## config.mk

```make
export PLATFORM = sky130hd
export DESIGN_NAME = updown_counter
export DESIGN_NICKNAME = d
export VERILOG_FILES = /design/src/rtl/counter_pkg.sv /design/src/rtl/updown_next.sv /design/src/rtl/updown_counter.sv
export SDC_FILE = /design/constraint.sdc
export NUM_CORES = 1
export LEC_CHECK = 0
export ABC_AREA = 1
export CORE_AREA = 2 2 39 41
export DETAILED_ROUTE_END_ITERATION = 6
export DIE_AREA = 0 0 41 43
export SYNTH_ARGS = -nofsm -noshare
export SYNTH_HDL_FRONTEND = slang
export SYNTH_SLANG_ARGS = --single-unit
```

## constraint.sdc

```tcl
create_clock -name clk -period 1.6 [get_ports clk]
set_clock_uncertainty 0.15 [all_clocks]
set_input_delay 0.32 -clock clk [delete_from_list [all_inputs] [get_ports clk]]
set_output_delay 0.32 -clock clk [all_outputs]
set_load 0.005 [all_outputs]
```

## src/rtl/counter_pkg.sv

```systemverilog
// Shared types for the up/down counter: count width, count type and step direction.
package counter_pkg;

    localparam int COUNT_W = 4;

    typedef logic [COUNT_W-1:0] count_t;

    typedef enum logic {
        DIR_DOWN = 1'b0,
        DIR_UP   = 1'b1
    } dir_e;

endpackage

```

## src/rtl/updown_next.sv

```systemverilog
// Next-count logic: +1 or -1 modulo 2**WIDTH, no saturation.
module updown_next
    import counter_pkg::*;
#(
    parameter int WIDTH = COUNT_W
) (
    input  logic [WIDTH-1:0] count,
    input  dir_e             dir,
    output logic [WIDTH-1:0] next
);

    // Width-truncated add/subtract gives the wrap at both ends for free.
    always_comb begin
        next = count;
        if (dir == DIR_UP) begin
            next = count + WIDTH'(1);
        end else begin
            next = count - WIDTH'(1);
        end
    end

endmodule

```

## src/rtl/updown_counter.sv

```systemverilog
// Free-running up/down counter: async active-low reset register around updown_next.
module updown_counter
    import counter_pkg::*;
#(
    parameter int               WIDTH       = COUNT_W,
    parameter logic [WIDTH-1:0] RESET_VALUE = '0
) (
    input  logic             clk,
    input  logic             rst,
    input  logic             up,
    output logic [WIDTH-1:0] dout
);

    logic [WIDTH-1:0] count;
    logic [WIDTH-1:0] count_next;
    dir_e             dir;

    assign dir = up ? DIR_UP : DIR_DOWN;

    updown_next #(
        .WIDTH (WIDTH)
    ) u_next (
        .count (count),
        .dir   (dir),
        .next  (count_next)
    );

    // Release is assumed already synchronised to clk upstream.
    always_ff @(posedge clk or negedge rst) begin
        if (!rst) begin
            count <= RESET_VALUE;
        end else begin
            count <= count_next;
        end
    end

    assign dout = count;

endmodule

```

==> results by group, run 1 <==
Outcome
  • Outcome: finished clean

Yosys
  • Mapped Nets: 27
  • Largest area contributor in the netlist: dfrtp_1
  • Part of the Yosys area used for sequential elements: 0.4651
  • Total number of yosys warnings: 0
  • Area fraction of the dominant cell type after synthesis: 0.4651
  • Number of instances in the synthesized netlist: 21
  • Syn avg cell area: 10.25 sq um
  • Largest cells by area after synthesis: dfrtp_1, ha_1, nand2_1, fa_1, inv_1
  • Number of distinct library cell variants in the gate-level netlist after synthesis: 9
  • Seq cells post-synth: 4
  • Summed instance area of the synthesized netlist: 215.2 sq um

Detailed routing
  • Vias: 172
  • Number of DRC markers in iteration 0: 0
  • Final wirelength: ~360 um
  • Remaining DRCs: 0
  • Post-DRT Antenna Nets: 0
  • Detailed-routing iteration count for the pre-antenna-repair pass: 1
  • Via/cell ratio: 3.583
  • Routed wire length per instance: 7.438 um

Clocking
  • Clock buffer count from CTS: 3
  • Clock transition at the registers of the reported paths: 0.03 ns
  • Hold bufs inserted after CTS: 0
  • CTS root buffer: clkbuf_4
  • Clock sink total: 4
  • Clock latency of the later-clocked register in the worst-skew pair: about 0.23 ns
  • Maximum level of the CTS H-tree: 1
  • Clk buf depth: 2
  • TritonCTS clock tree: yes

Timing
  • Unrepaired setup endpoints after global routing: false
  • Transition time at the pin with the least slew margin: 0.1743 ns
  • Post-layout min period: about 1.6 ns
  • Tightest slew margin relative to the limit: 0.8835
  • Setup TNS: 0 ns
  • Final cycle utilization of the critical path: 0.9707
  • Max Transition Viols Final: 0
  • Number of hold violations in the final report: 0
  • Setup-failing EPs final: 0
  • Fmax: between 600 and 700 MHz

Setup path
  • Critical path data required time: 1.13 ns
  • Worst path bufs/invs: 1
  • Maximum single-stage delay on the critical path: 0.50 ns
  • Worst Path Arrival: 1.08 ns
  • Kind of start point of the critical path: flop
  • Crit Path Category: reg2out
  • Family with the most delay on the worst path: buffers and inverters
  • Maximum fanout encountered on the critical timing path: 3
  • Type of destination of the critical path: output port
  • List of cells traversed by the critical path: clkdlybuf4s50_1
  • Master of the slowest instance on the critical path: clkdlybuf4s50_1

GRT
  • Total global routing track utilization: 0.06775
  • Number of global-route vias before repair: 174
  • Wire length of the first global-routing pass: 683 um
  • Number of antenna violations at the first check in global routing: 0
  • Total gr overflow: 0
  • Pin count of the biggest net entering global routing: 5

Power and ir drop
  • Max VDD drop: roughly 0.48 mV
  • PD cells: 1654 mW/mm^2
  • Leakage power: 0.1690 nW

Die
  • Die Height: 43 um
  • Std-Cell Rows: 14
  • Die X-Extent: roughly 41 um
  • Die footprint: 0.001763 sq mm
  • Number of I/O pins: 7
  • Placeable core region: 0.001384 sq mm
  • Initial Util: 0.1555

Placement
  • Port-buffer cells: 6
  • Detailed-placement wirelength estimate: 290.7 um
  • Final RePlAce weighted congestion: roughly 0.63

Cells and area
  • Share of layout cells above drive strength 1: 0.2813
  • End-of-flow core utilization: 0.2486
  • Number of antenna repair diodes: 0
  • Syn-to-layout area delta: 59.88%
  • Most frequent standard cell in the layout excluding fill and tap cells: nand2_1
  • Largest register FFs: 4
  • Commonest cells after routing, fill and taps aside: nand2_1, clkdlybuf4s50_1, dfrtp_1
  • Count of nets after finishing: 40

Worst hold path
  • Hold Crit Class: in2async

Run
  • Number of max-cap violations: 0
==> worst register-to-register path, cell delays in order, from the launching register on <==
cell     delay [ns]
dfrtp_1        0.37
buf_4          0.15
fa_1           0.39
xor2_1         0.15
==> per-layer routing <==
layer | GRT usage | share of wire | vias up
li1 | - | - | 87
met1 | 0.06908 | 0.40 | 78
met2 | 0.07813 | 0.50 | 5
met3 | 0.03141 | 0.042 | 2
met4 | 0.1000 | 0.059 | 0
met5 | 0 | 0 | -
==> cell usage after synthesis, drive strengths merged <==
cell type,number
nand2,6
ha,2
a21oi,1
dfrtp,4
inv,4
fa,1
nand3,2
xor2,1
==> area by class of cell <==
type / count / area, sq um
fill: 149 / 1040
tap: 16 / 20.02
clock buffer: 3 / 22.52
sequential: 4 / 100.1
inverter: 4 / 15.01
timing repair buffer: 8 / 73.82
multi-input combinational: 13 / 112.6
==> power breakdown <==
part / switching, mW / internal [mW] / leakage, nW
clock: 0.0377 / 0.0836 / 0.0138
sequential: 0.0287 / 0.143 / 0.0446
combinational: 0.115 / 0.161 / 0.111
==> final timing paths <==
path                       startpoint  endpoint  slack, ns  cells after the start
setup / recovery              dout[3]   dout[3]       0.05                      1
max in group asynchronous         rst   dout[2]       1.00                      1
hold / removal                    rst   dout[0]       0.14                      1
min in group clk              dout[0]   dout[0]       0.39                      2
setup reg to reg              dout[0]   dout[2]       0.28                      3
hold reg to reg               dout[0]   dout[0]       0.39                      2
==> repair_timing <==
action                     CTS  global route
setup endpoints to repair    2             1
pin swaps                    0             0
setup buffers                1             0
gates resized for setup      2             1
==> metrics by stage <==
stage	setup WS (ns)	instances	power, mW	instance area [sq um]	hold WS, ns
6_report	0.04688	48	0.5690	344.1	0.1363
5_1_grt	0.003383	48	0.6272	344.1	0.1325
4_1_cts	0.03308	48	0.5811	344.1	0.1361
3_5_place_dp	-0.2739	44	0.4199	302.8	0.3849
3_3_place_gp	-0.2636	44	0.4165	302.8	0.3872
2_1_floorplan	0.3182	21	0.3099	215.2	-0.1256
==> logic make-up (layout without fill, tap and decap cells) <==
group | count (synthesis) | after routing | share of synthesized area
AOI/OAI and AO/OA | 1 | 1 | 0.04071
xor gates and xnor gates | 1 | 1 | 0.04071
buffers and inverters | 4 | 15 | 0.06975
and+or+nand+nor | 8 | 8 | 0.1744
adders and majority gates | 3 | 3 | 0.2093
DFF | 4 | 4 | 0.4651
Note: power is estimated with default switching activity, not from simulation.
==> run 2, diff against run 1 <==
--- a/config.mk
+++ b/config.mk
@@ -9,6 +9,7 @@
 export CORE_AREA = 2 2 39 41
 export DETAILED_ROUTE_END_ITERATION = 6
 export DIE_AREA = 0 0 41 43
+export RECOVER_POWER = 100
 export SYNTH_ARGS = -nofsm -noshare
 export SYNTH_HDL_FRONTEND = slang
 export SYNTH_SLANG_ARGS = --single-unit
==> results by group, run 2 (synthesized netlist as in run 1, its figures left out) <==
Setup path
  • Maximum fanout encountered on the critical timing path: 3 (unchanged)
  • Crit Path Category: reg2out
  • Family with the most delay on the worst path: buffers and inverters
  • Worst path bufs/invs: 1 (unchanged)
  • Critical path data required time: 1.13 ns (about the same)
  • Master of the slowest instance on the critical path: clkdlybuf4s50_1
  • List of cells traversed by the critical path: clkdlybuf4s50_1
  • Worst Path Arrival: 1.08 ns (about the same)
  • Kind of start point of the critical path: flop
  • Maximum single-stage delay on the critical path: 0.50 ns (about the same)
  • Type of destination of the critical path: output port

Outcome
  • Outcome: finished clean

Cells and area
  • Number of antenna repair diodes: 0 (unchanged)
  • Most frequent standard cell in the layout excluding fill and tap cells: nand2_1
  • Share of layout cells above drive strength 1: 0.2500 (-0.03125)
  • Count of nets after finishing: 40 (unchanged)
  • End-of-flow core utilization: 0.2459 (-0.002713)
  • Syn-to-layout area delta: 58.14%
  • Commonest cells after routing, fill and taps aside: nand2_1, dfrtp_1, clkdlybuf4s50_1
  • Largest register FFs: 4 (unchanged)

Clocking
  • Clock transition at the registers of the reported paths: 0.03 ns (about the same)
  • TritonCTS clock tree: yes
  • Maximum level of the CTS H-tree: 1 (unchanged)
  • Clock latency of the later-clocked register in the worst-skew pair: 0.23 ns (about the same)
  • CTS root buffer: clkbuf_4
  • Clock buffer count from CTS: 3 (unchanged)
  • Clock sink total: 4 (unchanged)
  • Clk buf depth: 2 (unchanged)

GRT
  • Total global routing track utilization: 0.06775 (unchanged)
  • Pin count of the biggest net entering global routing: 5 (unchanged)
  • Number of antenna violations at the first check in global routing: 0 (unchanged)
  • Number of global-route vias before repair: 174 (unchanged)
  • Wire length of the first global-routing pass: 683 um (unchanged)
  • Total gr overflow: 0 (unchanged)

Timing
  • Max Transition Viols Final: 0 (unchanged)
  • Number of hold violations in the final report: 0 (unchanged)
  • Setup-failing EPs final: 0 (unchanged)
  • Final cycle utilization of the critical path: 0.9707 (about the same)
  • Setup TNS: 0 ns (unchanged)
  • Post-layout min period: 1.553 ns (-0.00003210 ns)
  • Fmax: 643.9 MHz (about the same)
  • Transition time at the pin with the least slew margin: 0.1869 ns (+0.01266 ns)
  • Tightest slew margin relative to the limit: 0.8754 (-0.008077)
  • Unrepaired setup endpoints after global routing: false

Detailed routing
  • Detailed-routing iteration count for the pre-antenna-repair pass: 2 (+1)
  • Vias: 173 (+0.58%)
  • Number of DRC markers in iteration 0: 1 (+1)
  • Via/cell ratio: 3.604 (+0.58%)
  • Remaining DRCs: 0 (unchanged)
  • Final wirelength: 358 um (+0.28%)
  • Post-DRT Antenna Nets: 0 (unchanged)
  • Routed wire length per instance: 7.458 um (+0.28%)

Placement
  • Final RePlAce weighted congestion: 0.6251 (unchanged)
  • Port-buffer cells: 6 (unchanged)
  • Detailed-placement wirelength estimate: 290.7 um (unchanged)

Power and ir drop
  • Total Power: 0.5692 mW (about the same)
  • Leakage power: 0.1663 nW (-1.6%)
  • Max VDD drop: 0.4739 mV (-0.29%)
  • PD cells: 1673 mW/mm^2 (+1.1%)

Die
  • Placeable core region: 0.001384 sq mm (unchanged)
  • Std-Cell Rows: 14 (unchanged)
  • Number of I/O pins: 7 (unchanged)
  • Initial Util: 0.1555 (unchanged)
  • Die footprint: 0.001763 sq mm (unchanged)
  • Die X-Extent: 41 um (unchanged)
  • Die Height: 43 um (unchanged)

Run
  • Number of max-cap violations: 0 (unchanged)

Worst hold path
  • Hold Crit Class: in2async
-- run 2: cell types whose count changed in the layout (fill, tap and decap cells not counted), sizes merged --
cell           change
clkbuf             +1
dlygate4sd3        +1
clkdlybuf4s50      -1
buf                -1
-- run 2: final timing paths --
path / startpoint / end / depth (start not counted) / slack (ns)
max in group asynchronous: rst / dout[2] / 1 / 0.93
worst max-delay path: dout[3] / dout[3] / 1 / 0.05
worst min-delay path: rst / dout[0] / 1 / 0.21
min in group clk: dout[0] / dout[0] / 2 / 0.46
worst min register to register: dout[0] / dout[0] / 2 / 0.46
worst max register to register: dout[0] / dout[2] / 3 / 0.27
-- run 2: per-layer routing --
layer / global-route usage / vias up / part of all wire
met4: 0.1000 / 0 / 0.059
met1: 0.06908 / 79 / 0.40
met5: 0 / - / 0
li1: - / 87 / -
met3: 0.03141 / 2 / 0.042
met2: 0.07813 / 5 / 0.50
-- run 2: stage by stage --
stage               worst slack [ns]  hold WS (ns)  cells  instance area (sq um)
floorplan                     0.3182       -0.1256     21                  215.2
global placement             -0.2636        0.3872     44                  302.8
detailed placement           -0.2739        0.3849     44                  302.8
global route                0.006136        0.2028     48                  340.3
CTS                          0.03308        0.1361     48                  344.1
finish                       0.04692        0.2063     48                  340.3
-- run 2: repair_timing --
| item | 4_1_cts | 5_1_grt |
|---|---|---|
| hold buffers | 0 | 0 |
| endpoints found under the setup margin | 2 | 1 |
| gates resized for setup | 2 | 1 |
| buffers inserted | 1 | 0 |
-- run 2: layout make-up --
type	count	area (sq um)
fill	151	1044
multi-input combinational	13	112.6
sequential	4	100.1
timing repair buffer	8	70.07
clock buffer	3	22.52
tap	16	20.02
inverter	4	15.01
-- run 2: report_power, final --
part           switching, mW  leakage [nW]  internal (mW)  total [mW]
sequential            0.0287        0.0446          0.143       0.171
clock                 0.0377        0.0138         0.0836       0.121
combinational          0.115         0.108          0.161       0.276
